File: src/rtl/alu_cmd_tx.sv
// alu_cmd_tx: buffers a packet of 32-bit operand words, then emits it as a framed byte stream.
// Optional macro ALU_TX_CRLF_EN appends a 0x0D 0x0A trailer and counts it in LEN.

module alu_cmd_tx #(
  parameter int MAX_WORDS = 8,
  parameter int AXI_WIDTH = 8
) (
  input  logic        s_axis_aclk_i,
  input  logic        s_axis_arst_ni,
  input  logic [31:0] s_axis_tdata_i,
  input  logic [7:0]  s_axis_tuser_i,
  input  logic        s_axis_tvalid_i,
  input  logic        s_axis_tlast_i,
  output logic        s_axis_tready_o,
  output logic [7:0]  m_axis_tdata_o,
  output logic        m_axis_tvalid_o,
  output logic        m_axis_tlast_o,
  input  logic        m_axis_tready_i,
  output logic        overflow_o,
  output logic        busy_o
);

  // Valid/ready on both sides: a beat transfers on a rising edge where tvalid and tready are
  // both high; the source keeps tdata/tlast stable from raising tvalid until that transfer.

  if (AXI_WIDTH != 8) begin : g_width_check
    $error("alu_cmd_tx: AXI_WIDTH must be 8");
  end

  localparam int         AW    = (MAX_WORDS > 1) ? $clog2(MAX_WORDS) : 1;
  localparam logic [7:0] MAX_N = 8'(MAX_WORDS);

`ifdef ALU_TX_CRLF_EN
  localparam logic [15:0] TRAIL_BYTES = 16'd2;
  typedef enum logic [1:0] {COLLECT, HDR, DATA, TRAIL} state_e;
`else
  localparam logic [15:0] TRAIL_BYTES = 16'd0;
  typedef enum logic [1:0] {COLLECT, HDR, DATA} state_e;
`endif

  state_e          state, state_n;
  logic [7:0]      count, count_n;
  logic [7:0]      opcode, opcode_n;
  logic            discard, discard_n;
  logic [1:0]      lane, lane_n;
  logic [AW-1:0]   widx, widx_n;
  logic [31:0]     buffer [MAX_WORDS];
  logic [31:0]     rd_word;
  logic [15:0]     len_n;
  logic            accept, m_hs, last_word;
  logic [7:0]      tdata_n;
  logic            tvalid_n, tlast_n, s_ready_n, ovf_n, busy_n;

  assign accept    = (state == COLLECT) && s_axis_tready_o && s_axis_tvalid_i;
  assign m_hs      = m_axis_tvalid_o && m_axis_tready_i;
  assign last_word = (8'(widx) == (count - 8'd1));

  always_ff @(posedge s_axis_aclk_i) begin
    if (!s_axis_arst_ni) state <= COLLECT;
    else                 state <= state_n;
  end

  always_comb begin
    state_n = state;
    case (state)
      COLLECT: if (accept && s_axis_tlast_i) state_n = HDR;
      HDR:     if (m_hs && lane == 2'd3) state_n = DATA;
`ifdef ALU_TX_CRLF_EN
      DATA:    if (m_hs && lane == 2'd3 && last_word) state_n = TRAIL;
      TRAIL:   if (m_hs && lane == 2'd1) state_n = COLLECT;
`else
      DATA:    if (m_hs && lane == 2'd3 && last_word) state_n = COLLECT;
`endif
      default: state_n = COLLECT;
    endcase
  end

  // Next values of the datapath registers; the outputs below are decoded from these.
  always_comb begin
    count_n   = count;
    opcode_n  = opcode;
    discard_n = discard;
    lane_n    = lane;
    widx_n    = widx;
    if (accept) begin
      if (count == 8'd0) opcode_n = s_axis_tuser_i;
      if (count < MAX_N) count_n = count + 8'd1;
      else               discard_n = 1'b1;
    end
    if (m_hs && state != COLLECT) begin
      lane_n = lane + 2'd1;
      if (state == DATA && lane == 2'd3) widx_n = widx + AW'(1);
    end
    if (state_n != state) lane_n = 2'd0;
    if (state_n != DATA)  widx_n = '0;
    if (state != COLLECT && state_n == COLLECT) begin
      count_n   = 8'd0;
      discard_n = 1'b0;
    end
  end

  always_comb begin
    len_n     = 16'd4 + {6'd0, count_n, 2'b00} + TRAIL_BYTES;
    rd_word   = buffer[widx_n];
    tvalid_n  = (state_n != COLLECT);
    s_ready_n = (state_n == COLLECT);
    busy_n    = (state_n != COLLECT);
    ovf_n     = accept && s_axis_tlast_i && discard_n;
    tdata_n   = 8'd0;
    tlast_n   = 1'b0;
    case (state_n)
      HDR: begin
        case (lane_n)
          2'd0:    tdata_n = opcode_n;
          2'd1:    tdata_n = count_n;
          2'd2:    tdata_n = len_n[7:0];
          default: tdata_n = len_n[15:8];
        endcase
      end
      DATA: begin
        case (lane_n)
          2'd0:    tdata_n = rd_word[7:0];
          2'd1:    tdata_n = rd_word[15:8];
          2'd2:    tdata_n = rd_word[23:16];
          default: tdata_n = rd_word[31:24];
        endcase
`ifndef ALU_TX_CRLF_EN
        tlast_n = (lane_n == 2'd3) && (8'(widx_n) == (count_n - 8'd1));
`endif
      end
`ifdef ALU_TX_CRLF_EN
      TRAIL: begin
        tdata_n = lane_n[0] ? 8'h0A : 8'h0D;
        tlast_n = lane_n[0];
      end
`endif
      default: ;
    endcase
  end

  always_ff @(posedge s_axis_aclk_i) begin
    if (!s_axis_arst_ni) begin
      count           <= 8'd0;
      opcode          <= 8'd0;
      discard         <= 1'b0;
      lane            <= 2'd0;
      widx            <= '0;
      s_axis_tready_o <= 1'b0;
      m_axis_tdata_o  <= 8'd0;
      m_axis_tvalid_o <= 1'b0;
      m_axis_tlast_o  <= 1'b0;
      overflow_o      <= 1'b0;
      busy_o          <= 1'b0;
    end else begin
      count           <= count_n;
      opcode          <= opcode_n;
      discard         <= discard_n;
      lane            <= lane_n;
      widx            <= widx_n;
      s_axis_tready_o <= s_ready_n;
      m_axis_tdata_o  <= tdata_n;
      m_axis_tvalid_o <= tvalid_n;
      m_axis_tlast_o  <= tlast_n;
      overflow_o      <= ovf_n;
      busy_o          <= busy_n;
    end
  end

  // Words past MAX_WORDS are accepted but never stored.
  always_ff @(posedge s_axis_aclk_i) begin
    if (accept && count < MAX_N) buffer[count[AW-1:0]] <= s_axis_tdata_i;
  end

endmodule

File: config.mk
export PLATFORM = sky130hd
export DESIGN_NAME = alu_cmd_tx
export DESIGN_NICKNAME = d
export VERILOG_FILES = /design/src/rtl/alu_cmd_tx.sv
export SDC_FILE = /design/constraint.sdc
export NUM_CORES = 1
export LEC_CHECK = 0
export CORE_ASPECT_RATIO = 1.25
export CORE_MARGIN = 3
export CORE_UTILIZATION = 60
export CTS_CLUSTER_DIAMETER = 150
export DETAILED_ROUTE_END_ITERATION = 10
export PLACE_DENSITY = 0.9
export SYNTH_ARGS = -nofsm -noshare
export SYNTH_HDL_FRONTEND = slang
export SYNTH_SLANG_ARGS = --single-unit
File: constraint.sdc
create_clock -name s_axis_aclk_i -period 7.6 [get_ports s_axis_aclk_i]
set_input_delay 1.9 -clock s_axis_aclk_i [delete_from_list [all_inputs] [get_ports s_axis_aclk_i]]
set_output_delay 1.9 -clock s_axis_aclk_i [all_outputs]
set_load 0.01 [all_outputs]
==> results of run 1 <==
layout make-up:
type,count,share of cell area [%]
multi-input combinational,583,25.9
clock inverter,19,1.52
tap,270,2.39
inverter,9,0.239
clock buffer,33,5.23
sequential,292,59.4
timing repair buffer,81,5.39
flip-flops by register name, summed over array words and instances, names as in the netlist:
| register | count |
|---|---|
| buffer | 256 |
| count | 8 |
| m_axis_tdata_o | 8 |
| opcode | 8 |
| widx | 3 |
| lane | 2 |
| state | 2 |
| busy_o | 1 |
| discard | 1 |
| m_axis_tlast_o | 1 |
| overflow_o | 1 |
| s_axis_tready_o | 1 |
worst max-delay path: cells and delay by family:
| kind | cells | cell delay [ps] |
|---|---|---|
| and+or+nand+nor | 7 | 1740 |
| buffers and inverters | 4 | 1300 |
| AOI/OAI and AO/OA | 4 | 1220 |
| adders and majority gates | 1 | 310 |
where the power goes:
group          internal (mW)  switching (mW)
clock                  0.838           0.594
combinational         0.0548          0.0808
sequential              1.76         0.00868
total                   2.66           0.683
placed cells by master, fill, tap and decap left out, types with 11 or more instances in the layout:
cell             instances
a211oi_1                24
nand3_1                 61
clkdlybuf4s50_1         57
nand2_1                167
a31oi_1                 13
buf_4                   23
a311oi_1                24
a21oi_1                 15
clkbuf_16               29
and3_1                  33
edfxtp_1               256
dfxtp_1                 36
nor2_1                  44
xnor2_1                 11
nand4_1                 11
mux2i_1                 41
stage by stage:
stage	utilization [%]	cells	worst slack [ps]
floorplan	-	946	1700
global placement	65.5	1235	1370
global route	70.2	1287	1160
detailed placement	65.5	1235	1230
finish	70.2	1287	1540
CTS	70.2	1287	1630
how the worst max path moves through the flow:
stage               depth (start not counted)           endpoint  slack, ps
floorplan                                   3       buffer[0][0]       1700
global placement                           17  m_axis_tdata_o[3]       1370
detailed placement                         15  m_axis_tdata_o[7]       1230
CTS                                        16  m_axis_tdata_o[6]       1630
global route                               16  m_axis_tdata_o[6]       1160
finish                                     16  m_axis_tdata_o[6]       1540
cells by family (layout without fill, tap and decap cells):
group / after synthesis / after routing
compound gates: 149 / 149
xor+xnor: 17 / 17
buf+inv: 71 / 142
fa+ha+maj: 9 / 9
flops: 292 / 292
mux: 47 / 47
simple gates: 361 / 361
layer usage:
metal	wire length, um	global-route usage (%)
met1	10800	34.2
met2	15300	45.0
met3	3300	5.86
met4	1420	12.5
met5	0	0
==> results.json, run 1 <==
{
  "fillerInstances": 1320,
  "antenna_cells": 0,
  "slew_headroom_pct": 27.4,
  "port_buffers": 57,
  "yosysMostFrequentCell": "edfxtp_1",
  "cts_tree": "done",
  "syn_avg_cell_area_um2": 13.1,
  "synth_cells": 946,
  "wl_per_cell_um": 24.0,
  "vdd_drop_max_uv": 329,
  "power_mw": 3.34,
  "num_vias": 8482,
  "worstPathMaxFanout": 34,
  "whs_endpoint": "discard",
  "final_layout_size_suffix_gt1_share_pct": 9.73,
  "ys.flop_type": "edfxtp_1",
  "synth_seq_area_share_pct": 68.0,
  "fp.dieArea_mm2": 0.0224,
  "synth_area_mm2": 0.0124,
  "synth_edf_count": 256,
  "slew_viol_final": 0,
  "finalHoldViolCount": 0,
  "cts_hold_buf": 0,
  "viasPerCell": 6.59,
  "grt_pass1_wl_um": 46900,
  "yosysWarnings": 0,
  "die_y_um": 166,
  "start_util_pct": 61.3,
  "async_reset_ff_share_pct": 0,
  "yosys-mux-area-fraction_pct": 4.13,
  "cts_made_buffers": 28,
  "power_leakage_nw": 4.82,
  "ant_nets": 0,
  "final-seq-area_mm2": 0.00841,
  "hold_ws_ps": 497,
  "rows": 58,
  "min_path_type": "reg2reg",
  "cts_resized": 0,
  "firstDrtPassIters": 5,
  "crit_type": "in2reg",
  "maxCapViolCount": 0,
  "slowest_delay_ps": 620,
  "grt_usage_pct": 27.1,
  "outcome": "finished, final reports clean",
  "synth-seq-cells": 292,
  "synth_top_family_by_area": "simple AND/OR/NAND/NOR gates",
  "fmaxAchievable_ghz": 0.165,
  "reg2reg_from": "count[0]",
  "fp.dieW_um": 134,
  "synth_fa_ha_area_share_pct": 0.911,
  "cp-startpoint": "m_axis_tready_i",
  "synth-simple-area-share_pct": 13.7,
  "io_pins": 58,
  "worstPathArrival_ps": 6470,
  "hpwl_um": 18200,
  "clk_path_buf_depth": 3,
  "finalClockSkew_ps": 16.3,
  "syn_to_final_growth_pct": 14.6,
  "layout_min_cycle_time_ps": 6060,
  "crit_path_end_kind": "flop",
  "syn_nets": 1000,
  "final_nets": 1049,
  "coreArea_mm2": 0.0202,
  "hold_depth": 2,
  "critPathLaunchType": "input pin",
  "synthTopCellsByCount": "edfxtp_1, nand2_1, nand3_1",
  "finalSetupViolCount": 0,
  "drc": 0,
  "yosysTopAreaCellShare_pct": 62.2,
  "cts_max_level": 1,
  "postCtsSetupBuffers": 0,
  "grt_max_degree": 60,
  "ys_top_cells_by_area": "edfxtp_1, dfxtp_1, nand2_1",
  "required_ps": 8020,
  "power.density_mw_per_mm2": 236,
  "final_cell_area_mm2": 0.0142,
  "min_from": "discard",
  "timing.reg2reg.worst_path_depth": 17,
  "worstSkewPairLatency_ps": 540,
  "r2r-end": "m_axis_tdata_o[6]",
  "synth_xor_area_share_pct": 1.20,
  "multiInputGateArea_mm2": 0.00366,
  "yosysUniqueCellTypes": 70,
  "post_dp_cell_area_mm2": 0.0132,
  "ctsRootBufferMaster": "clkbuf_16",
  "grt-ovfl-total": 0,
  "wl_um": 30800,
  "globalplace.congestion": 0.940,
  "setup_tns_ps": 0,
  "clk_pin_slew_worst_paths_ps": 60,
  "min_period_over_period_pct": 79.7,
  "critPathSlowestCell": "and2_2",
  "worstMarginPinSlew_ps": 1070,
  "cts_num_sinks": 292,
  "synth_compound_area_share_pct": 9.11,
  "crit_chain": "clkdlybuf4s50_1 > nand3_2 > nor4_1 > a41oi_1 > nor3_1 > inv_1 > ha_1 > o211ai_1 > buf_4 > and2_2 > buf_4 > nand2_1 > and3_1 > a311oi_1 > nor3_1 > o32ai_1",
  "grt_pass1_vias": 8385,
  "rrSetupSlack_ps": 2270,
  "yosys.area.top_type": "edfxtp_1",
  "antenna_found_initial": 0,
  "rsz0062_at_grt": "false",
  "drt_iter0_markers": 1297
}
Power figures use the tool's default switching activity.
==> run 2: changes to the inputs <==
clock period = 6 ns   (was 7.6 ns; I/O delays follow)
==> results.json, run 2 (synthesized netlist as in run 1, its figures left out) <==
{
  "globalplace.congestion": 0.935,
  "fp.dieW_um": 134,
  "cts_hold_buf": 0,
  "final_nets": 1045,
  "die_y_um": 166,
  "hpwl_um": 18400,
  "fillerInstances": 1263,
  "cts_made_buffers": 26,
  "antenna_cells": 0,
  "num_vias": 8685,
  "clk_path_buf_depth": 3,
  "crit_path_end_kind": "flop",
  "worstPathMaxFanout": 31,
  "slew_viol_final": 0,
  "rrSetupSlack_ps": 850,
  "grt_max_degree": 68,
  "viasPerCell": 6.79,
  "io_pins": 58,
  "ant_nets": 0,
  "antenna_found_initial": 0,
  "grt_pass1_vias": 8397,
  "power.density_mw_per_mm2": 290,
  "cts_tree": "done",
  "fp.dieArea_mm2": 0.0224,
  "cts_num_sinks": 292,
  "crit_type": "in2reg",
  "postCtsSetupBuffers": 0,
  "final_cell_mix": "edfxtp_1, nand2_1, nand3_1",
  "finalSetupViolCount": 0,
  "syn_to_final_growth_pct": 13.9,
  "wl_per_cell_um": 24.5,
  "worstSkewPairLatency_ps": 540,
  "layout_min_cycle_time_ps": 5250,
  "drt_iter0_markers": 1285,
  "drc": 0,
  "required_ps": 6460,
  "crit_buf_inv": 4,
  "worstPathArrival_ps": 5710,
  "critPathSlowestCell": "clkdlybuf4s50_1",
  "fmaxAchievable_ghz": 0.190,
  "cts_max_level": 1,
  "grt-ovfl-total": 0,
  "vdd_drop_max_uv": 235,
  "start_util_pct": 61.3,
  "largest_reg_flops": 256,
  "finalHoldViolCount": 0,
  "grt_usage_pct": 27.4,
  "worstMarginPinSlew_ps": 1200,
  "grt_pass1_wl_um": 47500,
  "setup_tns_ps": 0,
  "maxCapViolCount": 0,
  "rsz0062_at_grt": "false",
  "critPathLaunchType": "input pin",
  "slowest_delay_ps": 510,
  "power_mw": 4.08,
  "path_delay_family": "simple AND/OR/NAND/NOR gates",
  "power_leakage_nw": 4.76,
  "crit_chain": "clkdlybuf4s50_1 > nand3_2 > nor4_1 > a41oi_1 > nor3_1 > inv_1 > ha_1 > o211ai_1 > buf_4 > and2_2 > buf_4 > nand2_1 > a41o_1 > nor4b_1 > a221oi_1 > a32oi_1",
  "wl_um": 31300,
  "ctsRootBufferMaster": "clkbuf_16",
  "outcome": "finished, final reports clean",
  "cp_common_cell": "buf_4",
  "final_layout_size_suffix_gt1_share_pct": 8.71,
  "rows": 58,
  "min_path_type": "reg2reg",
  "final_common_cell": "edfxtp_1",
  "cts_resized": 0,
  "firstDrtPassIters": 5,
  "port_buffers": 57,
  "finalClockSkew_ps": 8.32,
  "utilization_pct": 69.8,
  "coreArea_mm2": 0.0202,
  "slew_headroom_pct": 19.9,
  "clk_pin_slew_worst_paths_ps": 70,
  "min_period_over_period_pct": 87.6
}
[run 2: routing by layer]
| metal | GRT usage (%) | routed length (um) |
|---|---|---|
| met3 | 4.23 | 3650 |
| met2 | 45.6 | 15200 |
| met4 | 14.1 | 1780 |
| met1 | 34.9 | 10600 |
| met5 | 0 | 0 |
[run 2: area by class of cell]
cell class / instances / area, um2 / area share (%)
Clock buffer: 31 / 691 / 4.91
Clock inverter: 16 / 151 / 1.08
Inverter: 9 / 33.8 / 0.240
Multi-Input combinational cell: 583 / 3670 / 26.1
Sequential cell: 292 / 8410 / 59.7
Tap cell: 270 / 338 / 2.40
Timing Repair Buffer: 79 / 786 / 5.58
[run 2: stage by stage]
stage | setup slack, ps | cells | cell area [um2] | hold slack [ps]
after floorplan | 499 | 946 | 12400 | 460
after global placement | 451 | 1233 | 13200 | 486
after detailed placement | 302 | 1233 | 13200 | 502
after CTS | 839 | 1280 | 14100 | 517
after global routing | 441 | 1280 | 14100 | 538
final | 746 | 1280 | 14100 | 518
[run 2: power breakdown]
part,internal [mW],leakage [nW],switching [mW]
Combinational,0.0689,1.75,0.103
Sequential,2.23,2.60,0.0115
Clock,0.948,0.409,0.711
[run 2: worst reg2reg max path: stages (launching register included)]
cell and delay (ps):
dfxtp_1 630, inv_1 170, ha_1 280, xnor2_1 150, a221oi_1 90, a311oi_1 540, nor3_1 210, inv_1 100
ha_1 330, inv_1 100, nor2_1 220, mux2_2 630, buf_4 420, and3_1 220, a311oi_1 50, nor3_1 680
o31ai_1 180
[run 2: final timing paths]
check,startpoint,end,cells past startpoint
max,m_axis_tready_i,m_axis_tdata_o[7],16
max reg2reg,count[0],m_axis_tdata_o[2],16
min,opcode[4],opcode[4],2
min reg2reg,opcode[4],opcode[4],2
==> run 3: changes to the inputs <==
CAP_MARGIN = 30   (was unset)
CTS_CLUSTER_DIAMETER = 200   (was 150)
clock period = 5.95 ns   (was 6 ns; I/O delays follow)
==> results.json, run 3 (synthesized netlist as in run 1, its figures left out) <==
{
  "firstDrtPassIters": 6,
  "cts_made_buffers": 27,
  "finalHoldViolCount": 0,
  "fp.dieArea_mm2": 0.0224,
  "grt_max_degree": 68,
  "rows": 58,
  "clk_pin_slew_worst_paths_ps": 70,
  "final_nets": 1048,
  "hpwl_um": 18800,
  "cts_resized": 0,
  "rsz0062_at_grt": "false",
  "min_period_over_period_pct": 87.5,
  "clk_path_buf_depth": 3,
  "post_dp_cell_area_mm2": 0.0133,
  "finalSetupViolCount": 0,
  "r2r-end": "m_axis_tdata_o[0]",
  "power.density_mw_per_mm2": 288,
  "worstMarginPinSlew_ps": 1070,
  "utilization_pct": 69.8,
  "final_cell_mix": "edfxtp_1, nand2_1, nand3_1",
  "critPathLaunchType": "input pin",
  "slew_viol_final": 0,
  "worstSkewPairLatency_ps": 550,
  "worstPathArrival_ps": 5610,
  "cts_tree": "done",
  "globalplace.congestion": 0.903,
  "min_from": "opcode[0]",
  "final_cell_area_mm2": 0.0141,
  "vdd_drop_max_uv": 248,
  "reg2reg_from": "count[0]",
  "outcome": "finished, final reports clean",
  "drc": 0,
  "grt_usage_pct": 27.6,
  "setup_ws_ps": 744,
  "crit_type": "in2reg",
  "cts_num_sinks": 292,
  "fp.dieW_um": 134,
  "required_ps": 6360,
  "coreArea_mm2": 0.0202,
  "io_pins": 58,
  "wl_um": 31500,
  "antenna_found_initial": 0,
  "fmaxAchievable_ghz": 0.192,
  "slew_headroom_pct": 28.0,
  "ant_nets": 0,
  "antenna_cells": 0,
  "finalClockSkew_ps": 17.8,
  "crit_path_end_kind": "flop",
  "hold_depth": 2,
  "final_layout_size_suffix_gt1_share_pct": 9.58,
  "die_y_um": 166,
  "maxCapViolCount": 0,
  "wl_per_cell_um": 24.5,
  "setup_tns_ps": 0,
  "whs_endpoint": "opcode[0]",
  "ctsRootBufferMaster": "clkbuf_16",
  "pre_cts_ws_ps": 327,
  "timing.reg2reg.worst_path_depth": 17,
  "min_path_type": "reg2reg",
  "layout_min_cycle_time_ps": 5210,
  "largest_reg_flops": 256,
  "cts_hold_buf": 0,
  "viasPerCell": 6.76,
  "drt_iter0_markers": 1230,
  "start_util_pct": 61.3,
  "grt_pass1_wl_um": 48000,
  "power_leakage_nw": 4.77,
  "syn_to_final_growth_pct": 13.9,
  "worstPathMaxFanout": 20,
  "cts_max_level": 1,
  "grt-ovfl-total": 0,
  "port_buffers": 57,
  "num_vias": 8669,
  "grt_pass1_vias": 8600,
  "rrSetupSlack_ps": 860,
  "final_common_cell": "edfxtp_1",
  "postCtsSetupBuffers": 0
}
==> run 3: changes by cell type in the layout (fill, tap and decap cells not counted) <==
cell        change
inv_6           +1
buf_12          +1
nor3_4          -1
clkinv_4        +1
nor3_2          +1
bufinv_16       -2
clkbuf_1        -3
clkinv_1        -3
clkinv_2        +5
clkinvlp_4      +2
buf_4           +1
==> run 3: cell type report <==
cell class / instances / area, um2
clock buffers: 28 / 679
clock inverters: 20 / 138
fillers: 1277 / 6100
inverters: 9 / 33.8
multi-input cells: 583 / 3660
flip-flops and latches: 292 / 8410
well taps: 270 / 338
repair buffers: 81 / 813
==> run 3: routing by layer <==
layer  up-vias  wire, um  global-route usage, %
met5         -         0                      0
met2       686     15300                   46.5
met1      4150     10900                   34.3
met4         0      1580                   13.2
li1       3685         -                      -
met3       148      3630                   5.74
==> run 3: worst max path at each step <==
stage | from | endpoint | slack [ps]
2_1_floorplan | s_axis_tvalid_i | buffer[0][0] | 460
3_3_place_gp | m_axis_tready_i | m_axis_tdata_o[0] | 460
3_5_place_dp | m_axis_tready_i | m_axis_tdata_o[6] | 330
4_1_cts | m_axis_tready_i | m_axis_tdata_o[6] | 760
5_1_grt | m_axis_tready_i | m_axis_tdata_o[7] | 550
6_report | m_axis_tready_i | m_axis_tdata_o[6] | 740
==> run 3: stage by stage <==
step / cells / hold WS [ps] / total power [mW]
6_report: 1283 / 503 / 4.06
3_5_place_dp: 1235 / 485 / 2.48
3_3_place_gp: 1235 / 476 / 2.47
2_1_floorplan: 946 / 460 / 2.39
5_1_grt: 1283 / 538 / 4.15
4_1_cts: 1283 / 502 / 4.05
==> run 3: critical path, cell delays in order <==
cell and delay (ps):
clkdlybuf4s50_1 510, nand3_2 190, nor4_1 240, a41oi_1 230
nor3_1 400, inv_1 100, ha_1 320, and2_1 240
mux2_2 500, buf_4 280, a211oi_1 240, a31oi_1 70
o21ai_0 340, o311a_1 350, o32ai_1 100
==> run 3: power by group <==
| part | switching, mW | internal [mW] | leakage, nW | total, mW |
|---|---|---|---|---|
| clock | 0.744 | 0.875 | 0.401 | 1.62 |
| combinational | 0.104 | 0.0698 | 1.77 | 0.174 |
| sequential | 0.0116 | 2.25 | 2.60 | 2.26 |
